File: src/rtl/spi_pwm_csr.sv
// SPI byte-stream register file driving N_CH PWM channels.
// Each channel's duty and period changes are shadowed until the counter wraps.
module spi_pwm_csr #(
  parameter int unsigned N_CH      = 7,
  parameter int unsigned DATA_W    = 16,
  parameter int unsigned PRESC_DIV = 1
) (
  input  logic            sys_clk,
  input  logic            rst,
  input  logic [7:0]      data_in,
  input  logic            data_rdy,
  input  logic            cs_active,
  output logic [7:0]      data_out,
  output logic            data_latch,
  output logic            err,
  output logic [N_CH-1:0] chip_out
);

  localparam int unsigned NB = DATA_W / 8;
  localparam int unsigned BW = $clog2(NB + 1);
  localparam int unsigned PW = (PRESC_DIV > 1) ? $clog2(PRESC_DIV) : 1;

  typedef enum logic [2:0] {StIdle, StWr, StRd, StDone, StErr} state_e;

  state_e            state_q, state_d;
  logic [BW-1:0]     byte_cnt_q, byte_cnt_d;
  logic [DATA_W-1:0] shift_q, shift_d;
  logic [DATA_W-1:0] rd_buf_q, rd_buf_d;
  logic [7:0]        data_out_q, data_out_d;
  logic              latch_q, latch_d;
  logic              err_q, err_d;
  logic [4:0]        ch_q, ch_d;
  logic [1:0]        reg_q, reg_d;

  logic              strobe, hdr_bad, wr_fire, tick;
  logic [4:0]        hdr_ch;
  logic [1:0]        hdr_reg;
  logic [DATA_W-1:0] wr_val, rd_val;
  logic [PW-1:0]     presc_q;

  logic [DATA_W-1:0] duty_q      [N_CH];
  logic [DATA_W-1:0] period_q    [N_CH];
  logic [DATA_W-1:0] duty_sh_q   [N_CH];
  logic [DATA_W-1:0] period_sh_q [N_CH];
  logic [DATA_W-1:0] cnt_q       [N_CH];
  logic [N_CH-1:0]   en_q, inv_q;

  // A strobe while cs_active is low belongs to no frame and is dropped.
  assign strobe  = data_rdy & cs_active;
  assign hdr_ch  = data_in[6:2];
  assign hdr_reg = data_in[1:0];
  assign hdr_bad = (32'(hdr_ch) >= N_CH) || (hdr_reg == 2'd3);
  assign wr_val  = (shift_q << 8) | DATA_W'(data_in);

  // Reads see the pending (last written) values, not the shadows.
  always_comb begin
    rd_val = '0;
    for (int unsigned i = 0; i < N_CH; i++) begin
      if (32'(hdr_ch) == i) begin
        case (hdr_reg)
          2'd0:    rd_val = duty_q[i];
          2'd1:    rd_val = period_q[i];
          2'd2:    rd_val = DATA_W'({inv_q[i], en_q[i]});
          default: rd_val = '0;
        endcase
      end
    end
  end

  always_ff @(posedge sys_clk) begin
    if (rst) state_q <= StIdle;
    else     state_q <= state_d;
  end

  always_comb begin
    state_d = state_q;
    if (!cs_active) begin
      state_d = StIdle;
    end else begin
      unique case (state_q)
        StIdle: if (data_rdy) state_d = hdr_bad ? StErr : (data_in[7] ? StWr : StRd);
        StWr:   if (data_rdy && byte_cnt_q == BW'(NB - 1)) state_d = StDone;
        StRd: begin
          if (byte_cnt_q == BW'(NB) || (data_rdy && byte_cnt_q == BW'(NB - 1))) begin
            state_d = StDone;
          end
        end
        default: state_d = state_q;
      endcase
    end
  end

  always_comb begin
    byte_cnt_d = byte_cnt_q;
    shift_d    = shift_q;
    rd_buf_d   = rd_buf_q;
    data_out_d = data_out_q;
    latch_d    = 1'b0;
    err_d      = err_q;
    ch_d       = ch_q;
    reg_d      = reg_q;
    wr_fire    = 1'b0;
    if (strobe) begin
      unique case (state_q)
        StIdle: begin
          byte_cnt_d = '0;
          ch_d       = hdr_ch;
          reg_d      = hdr_reg;
          err_d      = hdr_bad;
          if (!hdr_bad && !data_in[7]) begin
            data_out_d = rd_val[DATA_W-1 -: 8];
            rd_buf_d   = rd_val << 8;
            latch_d    = 1'b1;
            byte_cnt_d = BW'(1);
          end
        end
        StWr: begin
          shift_d    = wr_val;
          byte_cnt_d = byte_cnt_q + BW'(1);
          wr_fire    = (byte_cnt_q == BW'(NB - 1));
        end
        StRd: begin
          if (byte_cnt_q < BW'(NB)) begin
            data_out_d = rd_buf_q[DATA_W-1 -: 8];
            rd_buf_d   = rd_buf_q << 8;
            latch_d    = 1'b1;
            byte_cnt_d = byte_cnt_q + BW'(1);
          end
        end
        default: ;
      endcase
    end
  end

  always_ff @(posedge sys_clk) begin
    if (rst) begin
      byte_cnt_q <= '0;
      shift_q    <= '0;
      rd_buf_q   <= '0;
      data_out_q <= '0;
      latch_q    <= 1'b0;
      err_q      <= 1'b0;
      ch_q       <= '0;
      reg_q      <= '0;
    end else begin
      byte_cnt_q <= byte_cnt_d;
      shift_q    <= shift_d;
      rd_buf_q   <= rd_buf_d;
      data_out_q <= data_out_d;
      latch_q    <= latch_d;
      err_q      <= err_d;
      ch_q       <= ch_d;
      reg_q      <= reg_d;
    end
  end

  always_ff @(posedge sys_clk) begin
    for (int unsigned i = 0; i < N_CH; i++) begin
      if (rst) begin
        duty_q[i]   <= '0;
        period_q[i] <= '1;
        en_q[i]     <= 1'b0;
        inv_q[i]    <= 1'b0;
      end else if (wr_fire && 32'(ch_q) == i) begin
        case (reg_q)
          2'd0: duty_q[i]   <= wr_val;
          2'd1: period_q[i] <= wr_val;
          2'd2: begin
            en_q[i]  <= wr_val[0];
            inv_q[i] <= wr_val[1];
          end
          default: ;
        endcase
      end
    end
  end

  assign tick = (presc_q == PW'(PRESC_DIV - 1));

  always_ff @(posedge sys_clk) begin
    if (rst)       presc_q <= '0;
    else if (tick) presc_q <= '0;
    else           presc_q <= presc_q + PW'(1);
  end

  always_ff @(posedge sys_clk) begin
    for (int unsigned i = 0; i < N_CH; i++) begin
      if (rst) begin
        cnt_q[i]       <= '0;
        duty_sh_q[i]   <= '0;
        period_sh_q[i] <= '1;
      end else if (!en_q[i]) begin
        cnt_q[i]       <= '0;
        duty_sh_q[i]   <= duty_q[i];
        period_sh_q[i] <= period_q[i];
      end else if (tick) begin
        if (cnt_q[i] == period_sh_q[i]) begin
          cnt_q[i]       <= '0;
          duty_sh_q[i]   <= duty_q[i];
          period_sh_q[i] <= period_q[i];
        end else begin
          cnt_q[i] <= cnt_q[i] + DATA_W'(1);
        end
      end
    end
  end

  always_comb begin
    chip_out = '0;
    for (int unsigned i = 0; i < N_CH; i++) begin
      chip_out[i] = (en_q[i] & (cnt_q[i] < duty_sh_q[i])) ^ inv_q[i];
    end
  end

  assign data_out   = data_out_q;
  assign data_latch = latch_q;
  assign err        = err_q;

endmodule

File: config.mk
export PLATFORM = sky130hd
export DESIGN_NAME = spi_pwm_csr
export DESIGN_NICKNAME = d
export VERILOG_FILES = /design/src/rtl/spi_pwm_csr.sv
export SDC_FILE = /design/constraint.sdc
export NUM_CORES = 1
export LEC_CHECK = 0
export ABC_AREA = 1
export BUFFER_PORTS_ARGS = -buffer_cell sky130_fd_sc_hd__buf_4
export CAP_MARGIN = 0
export CORE_ASPECT_RATIO = 0.5
export CORE_MARGIN = 3
export CORE_UTILIZATION = 50
export CTS_BUF_LIST = sky130_fd_sc_hd__clkbuf_4 sky130_fd_sc_hd__clkbuf_8 sky130_fd_sc_hd__clkbuf_16
export CTS_CLUSTER_DIAMETER = 50
export CTS_CLUSTER_SIZE = 12
export DETAILED_ROUTE_END_ITERATION = 6
export GPL_TIMING_DRIVEN = 0
export PLACE_DENSITY = 0.65
export SLEW_MARGIN = 10
export SYNTH_ARGS = -nofsm -noshare
export SYNTH_HDL_FRONTEND = slang
export SYNTH_SLANG_ARGS = --single-unit
File: constraint.sdc
create_clock -name sys_clk -period 3.1 [get_ports sys_clk]
set_clock_uncertainty 0.05 [all_clocks]
set_input_delay 0.62 -clock sys_clk [delete_from_list [all_inputs] [get_ports sys_clk]]
set_output_delay 0.62 -clock sys_clk [all_outputs]
set_load 0.02 [all_outputs]
# After elaboration in Yosys (flattened, before gate mapping)
# Memories as Yosys holds them, arrays and structs flattened.
# Index checks and enable logic that the tools add are counted.
# op_classes
n_addsub	9
n_mul	0
div	0
magnitude_cmp	9
n_eq_ne	33
n_shift	0
mux	234
bitwise	82
reduce_logical	35
# op_table
operator	n
2-to-1 mux 16 bit	72
one-hot mux 16 bit (3 select lines)	7
2-to-1 mux 1 bit	142
adder 16 x 1 -> 16 bit (second input constant)	7
equality test 16 bit	7
< comparator 16 bit	7
bitwise OR 1 bit	63
one-hot mux 16 bit (2 select lines)	1
equality test 5 x 3 -> 1 bit (second input constant)	6
equality test 5 x 2 -> 1 bit (second input constant)	4
AND reduction 2 bit	9
2-to-1 mux 8 bit	2
bitwise OR 16 x 8 -> 16 bit	1
one-hot mux 8 bit (2 select lines)	1
2-to-1 mux 3 bit	4
equality test 5 x 1 -> 1 bit (second input constant)	2
logical NOT 5 bit	2
!= test 2 bit (second input constant)	5
logical AND 1 bit	9
one-hot mux 3 bit (3 select lines)	1
bitwise AND 1 bit	8
equality test 2 bit (second input constant)	4
AND reduction 4 bit	2
XOR 1 bit	7
19 further kinds	29
# word_totals
regBits	61
latch_bits	0
ram_bits	560
rom_bits	0
out_inout_bits	17
n_memories	5
# mem_list
memory	depth	word_bits	rd	rd_ports_with_merged_regs	write_ports	line	text
cnt_q	7	16	7	0	7	45	logic [DATA_W-1:0] cnt_q [N_CH];
duty_q	7	16	7	0	7	41	logic [DATA_W-1:0] duty_q [N_CH];
duty_sh_q	7	16	7	0	7	43	logic [DATA_W-1:0] duty_sh_q [N_CH];
period_q	7	16	7	0	7	42	logic [DATA_W-1:0] period_q [N_CH];
period_sh_q	7	16	7	0	7	44	logic [DATA_W-1:0] period_sh_q [N_CH];

# Depth between registers and ports, before layout
# Gate-level depths: netlist (run 1).
# depth
depth_word	11
mapped_depth	15
mapped_depth_nobuf	14

# Worst setup path before layout (run 1)
# OpenSTA, ideal clock, no wires.
# synth_path
path_kind	in2reg
from	in rst
to	mem duty_sh_q[5][0] (enable)
setup_ns	0.389
arrival_ns	2.404
setup_slack_ns	0.257
path_stages	6
path_cell_list	clkbuf_1 > buf_2 > nor3_1 > nand2_1 > buf_2 > nand2_1
# synth_rtl
item	line	text
start, declared	9	input logic rst,
end, declared	43	

==> metrics.md, run 1 <==
| Metric | Value |
|---|---|
| Area fraction of the dominant cell type after synthesis | `0.5450` |
| Met1 WL | `37,450 um` |
| Cells after Synth | `3,172` |
| WS Path Type | `input pin to flop` |
| Drt pass-1 iters | `6` |
| Cts hold-fix bufs | `0` |
| Max FO, Critical Path | `16` |
| Synth async-reset ratio | `0` |
| Unrepaired setup endpoints after global routing | `true` |
| HPWL Detailed | `62,510 um` |
| Antenna-violating nets left | `0` |
| Layout area overhead | `13.11%` |
| Ant diodes | `0` |
| Reg clk slew, reported paths | `0.07 ns` |
| Final core occ | `0.5803` |
| Slowest CP cell | `clkbuf_1` |
| Routed wire length | `between 80,000 and 90,000 um` |
| Largest net degree at the start of global routing | `33` |
| Req. time, crit path | `around 3.2 ns` |
| Status | `finished with violations` |
| TritonCTS buffer count | `58` |
| Vias per std cell | `5.550` |
| Footprint of the multi-input gates | `0.01108 mm2` |
| FILL cells | `~5,200` |
| Failing checks | `setup timing` |
| Slew Viols, Final | `0` |
| Setup Viol. Count Final | `113` |
| CTS tree | `done` |
| Rows | `63` |
| Die Y | `181.7 um` |
| Gpl congestion | `0.9859` |
| Worst setup EP type | `flop` |
| Slew @ Worst Pin | `1.311 ns` |
| CP Cell Sequence | `clkbuf_1, inv_1, clkbuf_1, clkbuf_1, nand2_1` |
| Core area | `0.06014 mm2` |
| Clk_lat worst skew | `0.62 ns` |
| Final #Nets | `3,457` |
| DRT iter0 DRCs | `2,897` |
| Avg Cell Area, Syn | `9.727 um2` |
| Worst path max stage delay | `0.81 ns` |
| Power Density | `515.7 mW/mm2` |
| Synth Register Bits | `613` |
| Worst vdd ir | `0.4574 mV` |
| Main synth FF type | `edfxtp_1` |
| Synth warnings | `0` |
| Root buffer cell | `clkbuf_16` |
| Cell taking the most area after synthesis | `edfxtp_1` |
| CTS sink count | `~610` |
| First-pass GRT wire length | `129,300 um` |
| Startpoint types | `input pin` |
| Gr usage total | `0.2638` |
| Largest cells by area after synthesis | `edfxtp_1 (55%), nand2_1 (8.0%), inv_1 (5.5%), ha_1 (4.6%), nor2_1 (3.9%)` |
| Placement-stage worst setup slack | `-1.172 ns` |
| Final Worst Setup Slack | `-0.08724 ns` |
| Die ar. | `0.06490 mm2` |
| Drt wl/cell | `around 21 um` |
| Max_cap viols | `0` |
| Synth cell types | `50` |
| Initial Util | `0.5130` |
| Static Leak | `0.01353 uW` |
| Layout cells sized above 1 | `0.1130` |
| Slew HR | `0.1263` |
| Total gr overflow | `0` |
| Worst R2R Setup Slack | `0.18 ns` |
| Crit share post-route | `1.028` |
| Most Frequent Cell on Critical Path | `clkbuf_1` |
| Fmax | `313.8 MHz` |
| CTS H-tree lvls | `2` |
| Antenna violations before repair | `0` |
| EDFF count, synth | `560` |
| Post-Syn Area | `0.03085 mm2` |
| Min cycle time layout | `3.187 ns` |
| Die Span X | `357.3 um` |
| Count leader, synth | `nand2_1` |
| Seq/Total Area, Yosys | `0.5794` |
| Metal3 WL | `roughly 8800 um` |
| # IOs | `29` |
| Drc violations | `0` |
| Most frequent cells after synthesis | `nand2_1 (658), edfxtp_1 (560), inv_1 (453), nor2_1 (317), a21oi_1 (223)` |
| Vias in the first global route | `22,160` |
| WL met2 | `38,450 um` |
| Fin. Hold Viols | `0` |
| Longest Clk Path Bufs | `3` |
| Port Buffer Count | `26` |
| Reg area | `around 0.018 mm2` |
| Syn nets | `3,298` |
| Highest layer used for signal routing | `met4` |
| HP Class | `input pin to flop` |
| Via count | `about 23,000` |
| CP arrival | `around 3.3 ns` |
layout make-up:
cell class / instances / share of cell area
sequential: 613 / 0.5122
multi-input combinational: 1980 / 0.3175
clock buffer: 105 / 0.05356
inverter: 466 / 0.05016
tap: 812 / 0.02911
timing repair buffer: 99 / 0.02140
buffer: 113 / 0.01459
clock inverter: 4 / 0.001434
worst max-delay path: cells and delay by family:
kind / cells / cell delay [ns]
buf+inv: 4 / 1.94
simple gates: 1 / 0.72
stage by stage:
step           total power, uW  hold WS [ns]  cell area (um2)  setup TNS [ns]  std cells
2_1_floorplan            10210        0.3940            30850               0       3172
5_1_grt                  18500        0.2324            34900          -6.564       4192
4_1_cts                  17970        0.2010            34220         -0.2465       4139
3_5_place_dp             10740        0.4065            32070         -380.95       4010
3_3_place_gp             10720        0.4041            32060         -365.67       4010
6_report                 18000        0.2283            34900          -5.588       4192
routing by layer:
layer	up-vias	track usage
met5	-	0
met4	0	0.06936
met3	155	0.07488
met2	976	0.4031
met1	11140	0.3708
li1	10990	-
flip-flops by register name (all words and copies together), names as in the netlist, 8 cells and up:
signal and flops:
duty_sh_q 112, cnt_q 112, period_q 112, shift_q 8
data_out 8, rd_buf_q 8, period_sh_q 112, duty_q 112
cells by family after synthesis:
group	after synthesis	synth area share
buffers and inverters	579	0.07304
DFF	613	0.5794
xor gates and xnor gates	129	0.03662
and+or+nand+nor	1286	0.1801
adders and majority gates	114	0.04623
AOI/OAI and AO/OA	450	0.08443
other	1	0.0001215
what timing repair did:
item | in CTS | in global routing
gates resized for setup | 29 | 58
pin swaps | 1 | 24
endpoints found under the hold margin | 0 | 0
setup endpoints to repair | 247 | 183
setup buffers | 20 | 53
worst paths after layout:
path / start / depth (start not counted) / to
worst max-delay path: rst / 5 / period_q[3][2]
worst max register to register: presc_q / 5 / duty_sh_q[0][4]
worst min register to register: rd_buf_q[14] / 2 / rd_buf_q[14]
worst min-delay path: cs_active / 3 / state_q[2]
power by group:
part / switching (uW) / internal (uW)
Combinational: 1110 / 324
Clock: 3190 / 4150
Sequential: 102 / 9120
Total: 4400 / 13600
layout by cell type (no fill, tap or decap), types with 7 or more instances in the layout:
master,instances
buf_2,36
nand3_2,8
or2_2,20
nor3_2,12
ha_4,7
dfxtp_1,53
o21ai_0,64
nor3b_1,17
o22ai_1,58
o21ai_1,9
o221ai_1,19
nor2_1,316
xnor2_1,94
o21a_1,10
inv_2,10
nand4_1,48
nor4_1,11
a21oi_1,210
nand2_2,16
nand2_1,642
clkbuf_4,43
buf_4,105
nor2_2,11
clkbuf_16,61
clkbuf_1,66
a21boi_0,34
ha_1,107
a21oi_2,10
inv_1,452
nand3_1,93
xor2_1,35
edfxtp_1,560
nor3_1,60
No activity file was read; power rests on OpenSTA's default activity.
==> run 2, diff against run 1 <==
SKIP_CTS_REPAIR_TIMING = 1   (was not set)
TNS_END_PERCENT = 50   (was not set)
==> run 2 against run 1 <==
  * The run ends with DRC, setup timing left
  * Register-to-register slack lost 0.02 ns
  * Global-route usage shrank 0.19 points
  * Flip-flop and latch count is the same
  * Total power is essentially flat
  * Non-clock buffer count grew 7
  * Clock power is essentially flat
  * Fmax shrank 1.3%
  * First-iteration DRC count grew 3.8%
  * Wire length grew 0.17%
  * Count of clock-buffer cells in the layout is the same
  * Critical path depth is the same
  * Die area is the same
  * Critical path type unchanged
  * Largest cell class unchanged
==> metrics.md, run 2 (synthesis gave the netlist of run 1 again) <==
| Metric | Value |
|---|---|
| Min cycle time layout | `3.230 ns (was 3.187 ns)` |
| Commonest cells after routing, fill and taps aside | `nand2_1 (638), edfxtp_1 (560), inv_1 (452), nor2_1 (317), a21oi_1 (207) (was nand2_1 (642), edfxtp_1 (560), inv_1 (452), nor2_1 (316), a21oi_1 (210))` |
| Static Leak | `0.01358 uW (was 0.01353 uW)` |
| CTS H-tree lvls | `2 (unchanged)` |
| Die Span X | `357.3 um (unchanged)` |
| Max FO, Critical Path | `16 (unchanged)` |
| Slew HR | `0.1487 (was 0.1263)` |
| Fin. Hold Viols | `0 (unchanged)` |
| Vias in the first global route | `22,000 (was 22,160)` |
| Slew Viols, Final | `0 (unchanged)` |
| DRT iter0 DRCs | `3,008 (was 2,897)` |
| WS Path Type | `input pin to flop (unchanged)` |
| Core area | `0.06014 mm2 (unchanged)` |
| Port Buffer Count | `26 (unchanged)` |
| Max_cap viols | `0 (unchanged)` |
| Req. time, crit path | `3.20 ns (was 3.22 ns)` |
| Total gr overflow | `0 (unchanged)` |
| Final Worst Setup Slack | `-0.1295 ns (was -0.08724 ns)` |
| Die Y | `181.7 um (unchanged)` |
| Setup Viol. Count Final | `216 (was 113)` |
| Die ar. | `0.06490 mm2 (unchanged)` |
| Crit share post-route | `1.042 (was 1.028)` |
| Most common cell after layout, fill and taps aside | `nand2_1 (unchanged)` |
| Routed wire length | `87,350 um (was 87,200 um)` |
| Antenna-violating nets left | `0 (unchanged)` |
| Layout cells sized above 1 | `0.1181 (was 0.1130)` |
| CTS sink count | `613 (unchanged)` |
| Rows | `63 (unchanged)` |
| Drt wl/cell | `20.80 um (about the same)` |
| HP Class | `input pin to flop (unchanged)` |
| NetSw | `4416 uW (was 4400 uW)` |
| Drc violations | `1 (was 0)` |
| Final #Nets | `3,464 (was 3,457)` |
| HPWL Detailed | `62,510 um (unchanged)` |
| TritonCTS buffer count | `58 (unchanged)` |
| Startpoint types | `input pin (unchanged)` |
| Root buffer cell | `clkbuf_16 (unchanged)` |
| Reg clk slew, reported paths | `0.06 ns (was 0.07 ns)` |
| CP arrival | `3.33 ns (was 3.30 ns)` |
| Initial Util | `0.5130 (unchanged)` |
| Ant diodes | `0 (unchanged)` |
| Failing checks | `DRC, setup timing (was setup timing)` |
| Reg power frac | `0.512 (about the same)` |
| CTS tree | `done (unchanged)` |
| First-pass GRT wire length | `128,400 um (was 129,300 um)` |
| Largest net degree at the start of global routing | `33 (unchanged)` |
| Layout area overhead | `13.64% (was 13.11%)` |
| Drt pass-1 iters | `7 (was 6)` |
| Gpl congestion | `0.9859 (unchanged)` |
| Worst setup EP type | `flop (unchanged)` |
| Int Power | `13,600 uW (about the same)` |
| Fmax | `309.6 MHz (was 313.8 MHz)` |
| Status | `finished with violations (unchanged)` |
| Gate power share | `0.080 (about the same)` |
| Longest Clk Path Bufs | `3 (unchanged)` |
| Clock Power Share | `0.408 (about the same)` |
| Fin Hold WS | `0.2265 ns (was 0.2283 ns)` |
| Worst vdd ir | `0.4536 mV (was 0.4574 mV)` |
| Antenna violations before repair | `0 (unchanged)` |
| Final core occ | `0.5830 (was 0.5803)` |
| Clk_lat worst skew | `0.62 ns (about the same)` |
| # IOs | `29 (unchanged)` |
| Unrepaired setup endpoints after global routing | `true (unchanged)` |
| Via count | `23,330 (was 23,260)` |
| Power Density | `513.8 mW/mm2 (was 515.7 mW/mm2)` |
| Sw Share | `0.2451 (was 0.2445)` |
| Vias per std cell | `5.557 (was 5.550)` |
| Gr usage total | `0.2619 (was 0.2638)` |
| Slew @ Worst Pin | `1.277 ns (was 1.311 ns)` |
-- run 2: changes by cell type in the layout (fill, tap and decap cells not counted), sizes merged --
| cell | delta |
|---|---|
| clkdlybuf4s15 | +1 |
| clkbuf | -1 |
| buf | +7 |
-- run 2: worst paths after layout --
kind                                   endpoint    startpoint  slack, ns  depth (start not counted)
worst max-delay path              duty_q[1][10]           rst      -0.13                          5
worst min-delay path                 state_q[2]     cs_active       0.23                          3
worst max register to register  duty_sh_q[0][6]       presc_q       0.16                          5
worst min register to register     rd_buf_q[14]  rd_buf_q[14]       0.42                          2
-- run 2: layout make-up --
class	instances	area (um2)
Fill cell	5136	25080
Sequential cell	613	17880
Multi-Input combinational cell	1980	11170
Clock buffer	105	1869
Inverter	466	1750
Tap cell	812	1016
Timing Repair Buffer	106	810.8
Buffer	113	514.2
Clock inverter	4	50.05
-- run 2: routing by layer --
metal / vias up / routed length, um / global-route usage
met5: - / 0 / 0
met3: 164 / 9111 / 0.07268
met1: 11130 / 37440 / 0.3719
li1: 11010 / - / -
met4: 0 / 2454 / 0.06936
met2: 1032 / 38340 / 0.3968
-- run 2: power groups by stage --
stage               sequential [uW]  combinational [uW]  clock [uW]
floorplan                      9390                 820           0
global placement               9400                1320           0
detailed placement             9400                1340           0
CTS                            9220                1350        7400
global route                   9240                1530        7730
finish                         9220                1440        7350
-- run 2: critical path, cell delays in order --
cell and delay (ns):
clkbuf_1 0.33, inv_1 0.16, clkbuf_1 0.66, clkbuf_1 0.77, nand2_1 0.76
-- run 2: stage by stage --
| stage | cells | setup TNS [ns] | setup slack [ns] | total power, uW | instance area, um2 |
|---|---|---|---|---|---|
| final | 4199 | -6.662 | -0.1295 | 18020 | 35060 |
| after global placement | 4010 | -365.67 | -1.141 | 10720 | 32060 |
| after detailed placement | 4010 | -380.95 | -1.172 | 10740 | 32070 |
| after CTS | 4119 | -100.49 | -0.6683 | 17970 | 33990 |
| after global routing | 4199 | -2.533 | -0.1819 | 18500 | 35060 |
| after floorplan | 3172 | 0 | 0.2569 | 10210 | 30850 |
